File: src/rtl/cdb_broadcaster_pkg.sv
// Shared types and sizes for the common data bus: packet layout seen by the
// reservation station tag CAMs, the PRF and the ROB.
package cdb_broadcaster_pkg;

  localparam int PRF_IDX_W = 6;
  localparam int ROB_IDX_W = 5;
  localparam int VALUE_W   = 64;
  localparam int NUM_FU    = 8;   // 3 ALU, 2 MULT, 1 LD, 1 ST, 1 BR
  localparam int SS_SIZE   = 3;

  typedef struct packed {
    logic [PRF_IDX_W-1:0] tag;
    logic [VALUE_W-1:0]   value;
    logic [ROB_IDX_W-1:0] rob_idx;
  } CDB_PKT_T;

  // Physical register 0 is hardwired to zero; nobody waits on its tag.
  function automatic logic is_zero_tag(input CDB_PKT_T pkt);
    return pkt.tag == '0;
  endfunction

endpackage

File: src/rtl/cdb_broadcaster_fu_fifo.sv
// Per-FU result FIFO (module cdb_fu_fifo). DEPTH must be a power of 2 so the
// read/write pointers wrap naturally. Storage is not reset; only the
// occupancy count and pointers are.
module cdb_fu_fifo
  import cdb_broadcaster_pkg::*;
#(
  parameter int DEPTH = 2
) (
  input  logic     clock,
  input  logic     reset,
  input  logic     flush,
  input  logic     push,
  input  logic     pop,
  input  CDB_PKT_T pkt_in,
  output CDB_PKT_T head,
  output logic     empty,
  output logic     full
);

  localparam int PTR_W = (DEPTH > 1) ? $clog2(DEPTH) : 1;
  localparam int CNT_W = $clog2(DEPTH + 1);

  CDB_PKT_T         mem_q [DEPTH];
  logic [PTR_W-1:0] wr_ptr_q, wr_ptr_d;
  logic [PTR_W-1:0] rd_ptr_q, rd_ptr_d;
  logic [CNT_W-1:0] count_q, count_d;
  logic             do_push, do_pop;

  assign empty   = (count_q == '0);
  assign full    = (count_q == CNT_W'(DEPTH));
  assign head    = mem_q[rd_ptr_q];
  assign do_push = push & ~full & ~flush;
  assign do_pop  = pop & ~empty & ~flush;

  // Next pointers and occupancy; flush discards everything buffered.
  always_comb begin
    wr_ptr_d = wr_ptr_q;
    rd_ptr_d = rd_ptr_q;
    count_d  = count_q;
    if (flush) begin
      wr_ptr_d = '0;
      rd_ptr_d = '0;
      count_d  = '0;
    end else begin
      if (do_push) wr_ptr_d = wr_ptr_q + PTR_W'(1);
      if (do_pop)  rd_ptr_d = rd_ptr_q + PTR_W'(1);
      case ({do_push, do_pop})
        2'b10:   count_d = count_q + CNT_W'(1);
        2'b01:   count_d = count_q - CNT_W'(1);
        default: count_d = count_q;
      endcase
    end
  end

  // Control state register.
  always_ff @(posedge clock or negedge reset) begin
    if (!reset) begin
      wr_ptr_q <= '0;
      rd_ptr_q <= '0;
      count_q  <= '0;
    end else begin
      wr_ptr_q <= wr_ptr_d;
      rd_ptr_q <= rd_ptr_d;
      count_q  <= count_d;
    end
  end

  // Packet storage write.
  always_ff @(posedge clock) begin
    if (do_push) mem_q[wr_ptr_q] <= pkt_in;
  end

endmodule

File: src/rtl/cdb_broadcaster.sv
// Common data bus broadcaster: buffers FU results per FU and broadcasts up to
// CDB_WIDTH packets per cycle with round-robin fairness across FUs.
// Optional feature macro: CDB_ZERO_TAG_FILTER_EN (drop tag-0 results silently).
module cdb_broadcaster
  import cdb_broadcaster_pkg::CDB_PKT_T;
  import cdb_broadcaster_pkg::SS_SIZE;
#(
  parameter int NUM_FU    = cdb_broadcaster_pkg::NUM_FU,
  parameter int CDB_WIDTH = SS_SIZE,
  parameter int BUF_DEPTH = 2
) (
  input  logic                    clock,
  input  logic                    reset,
  input  logic                    flush,
  input  logic [NUM_FU-1:0]       fu_done,
  input  CDB_PKT_T [NUM_FU-1:0]   fu_pkt,
  output logic [NUM_FU-1:0]       fu_stall,
  output logic [CDB_WIDTH-1:0]    CAM_en,
  output CDB_PKT_T [CDB_WIDTH-1:0] CDB_in
);

  localparam int FU_W = $clog2(NUM_FU);

  logic [1:0]                rst_sync_q, rst_sync_d;
  logic                      run, clr;
  logic [NUM_FU-1:0]         fifo_push, fifo_pop, fifo_empty, fifo_full, keep;
  CDB_PKT_T                  fifo_head [NUM_FU];
  logic [FU_W-1:0]           rr_ptr_q, rr_ptr_d;
  logic [CDB_WIDTH-1:0]      cam_en_q, cam_en_d;
  CDB_PKT_T [CDB_WIDTH-1:0]  cdb_q, cdb_d;
  logic [FU_W:0]             scan;
  logic [FU_W-1:0]           idx, last_idx;
  int                        lane_cnt;

  // Until the synchronized reset release reaches the second flop, the block
  // behaves as if flushed every cycle.
  assign rst_sync_d = {rst_sync_q[0], 1'b1};
  assign run        = rst_sync_q[1];
  assign clr        = flush | ~run;

  assign fu_stall = fifo_full;
  assign CAM_en   = cam_en_q;
  assign CDB_in   = cdb_q;

  for (genvar i = 0; i < NUM_FU; i++) begin : g_fu
`ifdef CDB_ZERO_TAG_FILTER_EN
    assign keep[i] = ~cdb_broadcaster_pkg::is_zero_tag(fu_pkt[i]);
`else
    assign keep[i] = 1'b1;
`endif

    cdb_fu_fifo #(.DEPTH(BUF_DEPTH)) u_fifo (
      .clock  (clock),
      .reset  (reset),
      .flush  (clr),
      .push   (fifo_push[i]),
      .pop    (fifo_pop[i]),
      .pkt_in (fu_pkt[i]),
      .head   (fifo_head[i]),
      .empty  (fifo_empty[i]),
      .full   (fifo_full[i])
    );
  end

  // Accept a result only when its FIFO was not full at the start of the
  // cycle; a filtered tag-0 result is accepted but never stored.
  always_comb begin
    fifo_push = '0;
    for (int i = 0; i < NUM_FU; i++) begin
      fifo_push[i] = fu_done[i] & ~fifo_full[i] & ~clr & keep[i];
    end
  end

  // Round-robin scan from rr_ptr; the k-th non-empty FIFO found drives lane k.
  always_comb begin
    fifo_pop = '0;
    cam_en_d = '0;
    cdb_d    = '0;
    lane_cnt = 0;
    last_idx = rr_ptr_q;
    scan     = '0;
    idx      = '0;
    for (int k = 0; k < NUM_FU; k++) begin
      scan = {1'b0, rr_ptr_q} + (FU_W+1)'(k);
      if (scan >= (FU_W+1)'(NUM_FU)) scan = scan - (FU_W+1)'(NUM_FU);
      idx = scan[FU_W-1:0];
      if (!fifo_empty[idx] && (lane_cnt < CDB_WIDTH)) begin
        fifo_pop[idx] = 1'b1;
        for (int l = 0; l < CDB_WIDTH; l++) begin
          if (l == lane_cnt) begin
            cam_en_d[l] = 1'b1;
            cdb_d[l]    = fifo_head[idx];
          end
        end
        lane_cnt = lane_cnt + 1;
        last_idx = idx;
      end
    end
    if (lane_cnt == 0) begin
      rr_ptr_d = rr_ptr_q;
    end else if (last_idx == FU_W'(NUM_FU - 1)) begin
      rr_ptr_d = '0;
    end else begin
      rr_ptr_d = last_idx + FU_W'(1);
    end
    if (clr) begin
      fifo_pop = '0;
      cam_en_d = '0;
      cdb_d    = '0;
      rr_ptr_d = '0;
    end
  end

  // Reset release synchronizer.
  always_ff @(posedge clock or negedge reset) begin
    if (!reset) rst_sync_q <= '0;
    else        rst_sync_q <= rst_sync_d;
  end

  // Arbiter pointer and registered broadcast lanes.
  always_ff @(posedge clock or negedge reset) begin
    if (!reset) begin
      rr_ptr_q <= '0;
      cam_en_q <= '0;
      cdb_q    <= '0;
    end else begin
      rr_ptr_q <= rr_ptr_d;
      cam_en_q <= cam_en_d;
      cdb_q    <= cdb_d;
    end
  end

endmodule
File: config.mk
export PLATFORM = sky130hd
export DESIGN_NAME = cdb_broadcaster
export DESIGN_NICKNAME = d
export VERILOG_FILES = /design/src/rtl/cdb_broadcaster_pkg.sv /design/src/rtl/cdb_broadcaster_fu_fifo.sv /design/src/rtl/cdb_broadcaster.sv
export SDC_FILE = /design/constraint.sdc
export NUM_CORES = 2
export LEC_CHECK = 0
export ABC_AREA = 1
export CELL_PAD_IN_SITES_DETAIL_PLACEMENT = 1
export CELL_PAD_IN_SITES_GLOBAL_PLACEMENT = 2
export CORE_MARGIN = 1
export CORE_UTILIZATION = 31
export CTS_CLUSTER_DIAMETER = 30
export DETAILED_ROUTE_END_ITERATION = 7
export PLACE_DENSITY_LB_ADDON = 0.12
export SYNTH_ARGS = -nofsm -noshare
export SYNTH_HDL_FRONTEND = slang
export SYNTH_SLANG_ARGS = --single-unit
File: constraint.sdc
create_clock -name clock -period 8.39 [get_ports clock]
set_input_delay 1.678 -clock clock [delete_from_list [all_inputs] [get_ports clock]]
set_output_delay 1.678 -clock clock [all_outputs]
set_load 0.01 [all_outputs]
=== After elaboration in Yosys (flattened, before gate mapping) ===
Memories as Yosys holds them, arrays and structs flattened.
Cells that the tools add are included.

* Add/subtract/negate cells: 55
* Multiply operators: 0
* Divide/modulo/power cells: 0
* Order comparisons: 39
* Eq/ne operators: 40
* Shift-type cells: 0
* Muxes and demuxes: 216
* Bitwise logic cells: 82
* Reduce and logical (&&, ||, !) cells: 62

{| class="wikitable"
|+ Operator list
! kind !! count
|-
| 75-bit 2-to-1 mux || 38
|-
| 75-bit binary-select mux with 3-bit select || 8
|-
| 225-bit 2-to-1 mux || 8
|-
| 32-bit logical NOT || 8
|-
| 32-bit by 2-bit adder with 32-bit output (second input constant) || 6
|-
| 2-bit by 32-bit equality test with 1-bit output (first input constant) || 6
|-
| 3-bit by 32-bit equality test with 1-bit output (first input constant) || 6
|-
| 32-bit by 3-bit less-than comparator with 1-bit output (second input constant) || 6
|-
| 32-bit 2-to-1 mux || 6
|-
| 1-bit 2-to-1 mux || 87
|-
| 3-bit 2-to-1 mux || 27
|-
| 8-bit 2-to-1 mux || 9
|-
| 4-bit >= comparator (second input constant) || 15
|-
| 8-bit bitwise OR || 7
|-
| 1-bit AND || 48
|-
| 2-bit equality test (second input constant) || 16
|-
| 3-bit by 4-bit less-than comparator with 1-bit output (second input constant) || 8
|-
| 3-bit NOT with 4-bit output || 8
|-
| 2-bit case mux with 2 select lines || 8
|-
| 2-bit nonzero test || 16
|-
| 1-bit binary-select mux with 3-bit select || 8
|-
| 1-bit demux with 3-bit select || 8
|-
| 3-bit by 1-bit >= comparator with 1-bit output (second input constant) || 8
|-
| 3-bit nonzero test || 8
|-
| other kinds (22) || 121
|}

* Flip-flop bits (word level): 265
* Latch bits: 0
* RAM bits: 1200
* Memory bits (read-only): 0
* Input bits: 611
* Output and inout port bits: 236
* Word-level logic and storage cells: 538
* Memories: 8

{| class="wikitable"
|+ Memories
! memory !! words !! bits a word !! rd ports !! clocked after Yosys merged registers in !! wr ports !! line !! source
|-
| g_fu[0].u_fifo.mem_q || 2 || 75 || 1 || 0 || 1 || cdb_broadcaster_fu_fifo.sv:23 || <nowiki>CDB_PKT_T mem_q [DEPTH];</nowiki>
|-
| g_fu[1].u_fifo.mem_q || 2 || 75 || 1 || 0 || 1 || cdb_broadcaster_fu_fifo.sv:23 ||
|-
| g_fu[2].u_fifo.mem_q || 2 || 75 || 1 || 0 || 1 || cdb_broadcaster_fu_fifo.sv:23 ||
|-
| g_fu[3].u_fifo.mem_q || 2 || 75 || 1 || 0 || 1 || cdb_broadcaster_fu_fifo.sv:23 ||
|-
| g_fu[4].u_fifo.mem_q || 2 || 75 || 1 || 0 || 1 || cdb_broadcaster_fu_fifo.sv:23 ||
|-
| g_fu[5].u_fifo.mem_q || 2 || 75 || 1 || 0 || 1 || cdb_broadcaster_fu_fifo.sv:23 ||
|-
| 2 more memories || -- || -- || -- || -- || -- || -- ||
|}

=== Longest topological paths before layout ===
* Word-level depth: 32
* Mapped depth: 66

=== By module ===
Synthesis repeated with hierarchy kept, for this count alone.

* Cell total of the unflattened synthesis: 11777
* Area, all modules: 88966.6 um^2

{| class="wikitable"
|+ By module, submodules not included
! module !! times used !! cells an instance !! area an instance (um^2) !! sequential area each (um^2)
|-
| cdb_broadcaster || 1 || 8305 || 43187.7 || 5830.6
|-
| cdb_fu_fifo at g_fu[2].u_fifo ... || 6 || 434 || 5719.2 || 4604.4
|-
| cdb_fu_fifo at g_fu[0].u_fifo ... || 2 || 434 || 5731.7 || 4604.4
|}

=== Least setup slack after synthesis ===
No wires, ideal clock.

* Path kind: register to register
* Start point: register rr_ptr_q[1]
* End point: register rr_ptr_q[0]
* Setup time: 0.065 ns
* Data arrival time: 8.353 ns
* Data required time: 8.325 ns
* Slack: -0.028 ns
* Cell stages (with the launch flop): 63
* Period minus slack after synthesis: 8.418 ns
* Path through: dfrtp_1 > buf_2 > inv_2 > buf_2 > buf_1 > clkbuf_1 > ha_1 > inv_1 > nand3_1 > nand2_1 > nand2_1 > nand2_1 > inv_1 > ha_1 > nand3_1 > nand3_2 > buf_2 > buf_1 > [27 not listed] > clkinv_1 > nand3_1 > nand2_4 > buf_2 > inv_1 > ha_1 > inv_1 > o211ai_1 > clkbuf_1 > nand3_1 > nand2_1 > inv_1 > ha_1 > ha_1 > or2_2 > nor2_1 > nand2_1 > nand2_1

* Cells in the longest elaborated chain, start to end: 30
* Elaborated cells on any way between the ends: 98
* Those cells by class: add/sub (23); order compare (15); eq/ne (2); mux (43); reduce/logical (15)

{| class="wikitable"
|+ Ends and longest elaborated chain
! item !! line !! source
|-
| start, declared || cdb_broadcaster.sv:28 || <nowiki>logic [FU_W-1:0] rr_ptr_q, rr_ptr_d;</nowiki>
|-
| start signal, assigned || cdb_broadcaster.sv:127 || <nowiki>rr_ptr_q <= rr_ptr_d;</nowiki>
|-
| 3-bit by 1-bit adder with 4-bit output (tied with other cells) || cdb_broadcaster.sv:84 || <nowiki>scan = {1'b0, rr_ptr_q} + (FU_W+1)'(k);</nowiki>
|-
| 4-bit >= comparator (tied with other cells) || cdb_broadcaster.sv:85 || <nowiki>if (scan >= (FU_W+1)'(NUM_FU)) scan = scan - (FU_W+1)'(NUM_FU);</nowiki>
|-
| 3-bit 2-to-1 mux / 1-bit binary-select mux with 3-bit select (equally long branches) || cdb_broadcaster.sv:85, cdb_broadcaster.sv:87 ||
|-
| 1-bit binary-select mux with 3-bit select / 1-bit 2-to-1 mux (equally long branches) || cdb_broadcaster.sv:87 || <nowiki>if (!fifo_empty[idx] && (lane_cnt < CDB_WIDTH)) begin</nowiki>
|-
| 1-bit 2-to-1 mux (implied by the code) || cdb_broadcaster.sv:87 ||
|-
| 1-bit logical NOT / 1-bit by 2-bit less-than comparator with 1-bit output (equally long branches) || cdb_broadcaster.sv:87 ||
|-
| 1-bit logical AND || cdb_broadcaster.sv:87 ||
|-
| 2-bit 2-to-1 mux || cdb_broadcaster.sv:87 ||
|-
| [14 not listed] || -- ||
|-
| 32-bit 2-to-1 mux || cdb_broadcaster.sv:87 ||
|-
| 32-bit by 3-bit less-than comparator with 1-bit output || cdb_broadcaster.sv:87 ||
|-
| 1-bit logical AND || cdb_broadcaster.sv:87 ||
|-
| 3-bit 2-to-1 mux || cdb_broadcaster.sv:87 ||
|-
| 3-bit by 1-bit adder with 3-bit output / 3-bit equality test (equally long branches) || cdb_broadcaster.sv:104, cdb_broadcaster.sv:101 ||
|-
| 3-bit 2-to-1 mux || cdb_broadcaster.sv:101 || <nowiki>end else if (last_idx == FU_W'(NUM_FU - 1)) begin</nowiki>
|-
| 3-bit 2-to-1 mux || cdb_broadcaster.sv:99 || <nowiki>if (lane_cnt == 0) begin</nowiki>
|-
| 3-bit 2-to-1 mux || cdb_broadcaster.sv:106 || <nowiki>if (clr) begin</nowiki>
|}

Several ways; a longest one is shown, not always the timed one. The select of a mux whose other input is x is not followed.
A chain may end at the register's enable or synchronous reset.

=== Worst setup path in the final report ===
* Start point: register rr_ptr_q[1]
* End point: register g_fu[3].u_fifo.count_q[0]

* Cells in the longest elaborated chain, start to end: 32
* Elaborated cells on any way between the ends: 144
* Those cells by class: add/sub (21); order compare (31); eq/ne (2); mux (58); bitwise (9); reduce/logical (23)

{| class="wikitable"
|+ Ends and longest elaborated chain
! item !! line !! source
|-
| 3-bit by 1-bit adder with 4-bit output (tied with other cells) || cdb_broadcaster.sv:84 ||
|-
| 4-bit >= comparator (tied with other cells) || cdb_broadcaster.sv:85 ||
|-
| 3-bit 2-to-1 mux / 1-bit binary-select mux with 3-bit select (equally long branches) || cdb_broadcaster.sv:85, cdb_broadcaster.sv:87 ||
|-
| 1-bit binary-select mux with 3-bit select / 1-bit 2-to-1 mux (equally long branches) || cdb_broadcaster.sv:87 ||
|-
| 1-bit 2-to-1 mux (implied by the code) || cdb_broadcaster.sv:87 ||
|-
| 1-bit logical NOT / 1-bit by 2-bit less-than comparator with 1-bit output (equally long branches) || cdb_broadcaster.sv:87 ||
|-
| 1-bit logical AND || cdb_broadcaster.sv:87 ||
|-
| 2-bit 2-to-1 mux || cdb_broadcaster.sv:87 ||
|-
| [15 not listed] || -- ||
|-
| 32-bit by 3-bit less-than comparator with 1-bit output || cdb_broadcaster.sv:87 ||
|-
| 1-bit logical AND || cdb_broadcaster.sv:87 ||
|-
| 8-bit 2-to-1 mux * || cdb_broadcaster.sv:87 ||
|-
| 8-bit 2-to-1 mux * || cdb_broadcaster.sv:106 ||
|-
| 1-bit AND * (2 in a row) || cdb_broadcaster_fu_fifo.sv:33 || <nowiki>assign do_pop = pop & ~empty & ~flush;</nowiki>
|-
| 2-bit by 1-bit equality test with 1-bit output / 2-bit equality test (equally long branches) || cdb_broadcaster_fu_fifo.sv:47 || <nowiki>case ({do_push, do_pop})</nowiki>
|-
| 2-bit case mux with 2 select lines || cdb_broadcaster_fu_fifo.sv:47 ||
|-
| 2-bit 2-to-1 mux || cdb_broadcaster_fu_fifo.sv:40 || <nowiki>if (flush) begin</nowiki>
|-
| end signal, assigned || cdb_broadcaster_fu_fifo.sv:64 || <nowiki>count_q <= count_d;</nowiki>
|-
| end, declared || cdb_broadcaster_fu_fifo.sv:26 || <nowiki>logic [CNT_W-1:0] count_q, count_d;</nowiki>
|}

Every way passes the cells marked *; elsewhere a longest branch is shown, timed or not. The select of a mux whose other input is x is not followed.

==> reports/metrics.yaml <==
outcome:
  status: "finished, violations left"
  violations: "max-capacitance violations, max-slew violations"
sta:
  finalSetupTns_ns: 0
  finalSetupViolations: 0
  maxClockFrequency_mhz: 128
  grt_setup_unrepaired: "no"
  worst_pin_slew_ns: 1.66
  hold_viol: 0
  slew_violations: 35
  max-slew-margin-rel: -0.117
  layout_setup_ws_ns: 0.547
  period_minus_slack_ns: 7.84
  clock_skew_ns: 0.103
  finalCritPeriodShare: 0.935
synthesis:
  synthCells: 11498
  ys_warn_count: 0
  synth_nets: 12137
  syn_area_per_cell_sq_um: 7.69
  ys_seq_area_frac: 0.483
  synth_top_cells_by_count: "3470 x nand2_1, 1396 x nand3_1, 1200 x edfxtp_1"
  netlist.area_leader.share: 0.408
  synth.distinct_cells: 46
  synth_most_common_cell: "nand2_1"
  async_reset_ff_frac: 0.181
  ys_top_cells_by_area: "edfxtp_1 41%, nand2_1 15%, nand3_1 7.9%"
  synth-seq-cells: 1465
  synth_edf_count: 1200
  syn-cell-area_sq_um: 88400
  synthFlopType: "edfxtp_1"
  synth_top_cell_by_area: "edfxtp_1"
layout:
  n_fill_cell: 33209
  seqCellArea_sq_um: 42700
  area_delta_synth_final_pct: 28.9
  fin_nets: 12856
  layout-drive-gt1-share: 0.116
  multi_input_area_sq_um: 41200
critical_path:
  crit_slowest_cell: "dfrtp_4"
  crit_top_cell: "inv_1"
  path_class: "reg2reg"
  startpoint_type: "register"
  path_depth: 53
  crit_buf_inv: 18
  worstRegToRegCells: 53
  critical_path_arrival_ns: 8.60
  max_stage_delay_ns: 0.48
  endpoint_kind: "register"
  critical-path-top-delay-family: "simple AND/OR/NAND/NOR gates"
  worst-path-max-fanout: 18
  crit_required_ns: 9.14
cts:
  clock-root-buffer: "clkbuf_16"
  cts_buffers: 347
  clkSinkCount: 1465
  clkTransAtPathRegs_ns: 0.04
  hold_buffers: 0
  cts_max_path_buffers: 4
  clock_latency_ns: 0.95
  cts_tree: "done"
  h-tree-depth: 5
routing:
  drtIter0Drc: 12612
  avgRoutedWirePerCell_um: 35.5
  drt_first_pass_iters: 5
  viasPerCell: 5.82
  routed_wl_um: 577000
  drc_errors: 0
  ant_nets: 0
  vias: 94634
placed_design:
  dp_hpwl_um: 446000
  io_buffers: 846
  dpl_worst_slack_ns: 0.392
  gp_congestion: 1.01
power_and_ir_drop:
  p_per_area_nw_per_um2: 522
  leakage_nw: 46.4
  peakVddDrop_v: 0.000600
worst_hold_path:
  hold_path_class: "reg2reg"
  holdPathStages: 0
floorplan:
  core_area_sq_um: 283000
  fp.dieArea_sq_um: 287000
  start_util: 0.312
  ios: 847
  row_count: 195
  die_y_um: 536
  die_w_um: 536
global_route:
  overflow: 0
  antenna_found_initial: 58
  grt_pass1_vias: 88682
  grt_first_pass_wirelength_um: 766000
  grt.total_usage: 0.391
  grt_max_degree: 158
flow_run:
  maxCapViolations: 12
-- cell usage in the layout (no fill, tap or decap), types with 15 or more instances in the layout --
master and n:
inv_1 305, bufinv_16 53, dfrtp_1 254, o21a_1 69
clkinv_1 41, nor2_4 19, clkbuf_8 15, diode_2 18
o21ai_0 1089, clkinvlp_4 28, ha_1 27, edfxtp_1 1200
inv_2 22, nor2_1 882, and2_1 163, or2_2 351
and2_0 86, nand3_1 1395, a31oi_1 139, clkbuf_1 49
clkinv_2 56, o211ai_1 104, buf_4 369, o22ai_1 35
nand4_1 49, clkdlybuf4s50_1 845, nor3_1 20, o221a_2 52
o21ai_1 105, buf_12 32, nand2_1 3456, o31ai_1 64
a21oi_1 625, clkbuf_16 347
-- metal layers --
metal | GRT usage | wire length [um] | up-vias | share of wire
met3 | 0.154 | 77500 | 570 | 0.13
met1 | 0.608 | 276000 | 48017 | 0.48
met5 | 0 | 489 | - | 0.00085
met2 | 0.469 | 202000 | 5270 | 0.35
li1 | - | - | 40729 | -
met4 | 0.129 | 20900 | 48 | 0.036
-- power breakdown --
part / internal, W / leakage (nW) / switching [W] / total [W]
clock network: 0.00934 / 5.79 / 0.00459 / 0.0139
registers: 0.00832 / 14.5 / 0.000190 / 0.00851
logic: 0.00920 / 26.1 / 0.0279 / 0.0371
-- registers in the layout, summed over array words and instances, names as in the netlist --
name	cells
rr_ptr_q	3
g_fu.u_fifo.mem_q	1200
CDB_in	225
g_fu.u_fifo.count_q	16
rst_sync_q	2
g_fu.u_fifo.wr_ptr_q	8
g_fu.u_fifo.rd_ptr_q	8
CAM_en	3
-- worst paths after layout --
kind | start | endpoint | slack (ns)
worst min-delay path | rst_sync_q[0]$_DFF_PN0_ | rst_sync_q[1]$_DFF_PN0_ | 0.34
worst max-delay path | rr_ptr_q[1]$_DFFE_PN0P_ | g_fu[3].u_fifo.count_q[0]$_DFFE_PN0P_ | 0.55
max in group asynchronous | reset | CDB_in[112]$_DFF_PN0_ | 5.98
min in group asynchronous | reset | g_fu[0].u_fifo.rd_ptr_q$_DFFE_PN0P_ | 0.83
worst max register to register | rr_ptr_q[1]$_DFFE_PN0P_ | g_fu[3].u_fifo.count_q[0]$_DFFE_PN0P_ | 0.55
worst min register to register | rst_sync_q[0]$_DFF_PN0_ | rst_sync_q[1]$_DFF_PN0_ | 0.34
-- through the flow --
step	utilization	hold slack, ns	instances	area [sq um]	power [W]
floorplan	-	0.331	11498	88400	0.0266
global placement	0.359	0.338	15599	102000	0.0431
detailed placement	0.359	0.346	15599	102000	0.0434
CTS	0.402	0.344	16229	114000	0.0575
global route	0.403	0.357	16244	114000	0.0614
finish	0.403	0.342	16259	114000	0.0595
-- area by class of cell --
type	count	area share
flip-flops and latches	1465	0.375
multi-input cells	8810	0.362
repair buffers	1251	0.105
clock buffers	411	0.0796
well taps	3743	0.0411
clock inverters	219	0.0262
inverters	342	0.0118
diodes	18	0.000395
-- logic make-up (layout without fill, tap and decap cells) --
| kind of cell | count (synthesis) | in the layout | synth area share |
|---|---|---|---|
| other | 1 | 19 | 0.0000424 |
| buffers and inverters | 1223 | 2223 | 0.0540 |
| flip-flops | 1465 | 1465 | 0.483 |
| adder cells (fa/ha/maj) | 28 | 28 | 0.00396 |
| XOR/XNOR | 1 | 1 | 0.0000991 |
| AND/OR/NAND/NOR | 6450 | 6450 | 0.313 |
| AO/OA/AOI/OAI | 2330 | 2330 | 0.146 |
-- timing repair --
action                                  in CTS  in global routing
endpoints found under the setup margin       0                246
gates resized for setup                      0                  9
buffers inserted                             0                  8
(Power assumes the default switching activity.)
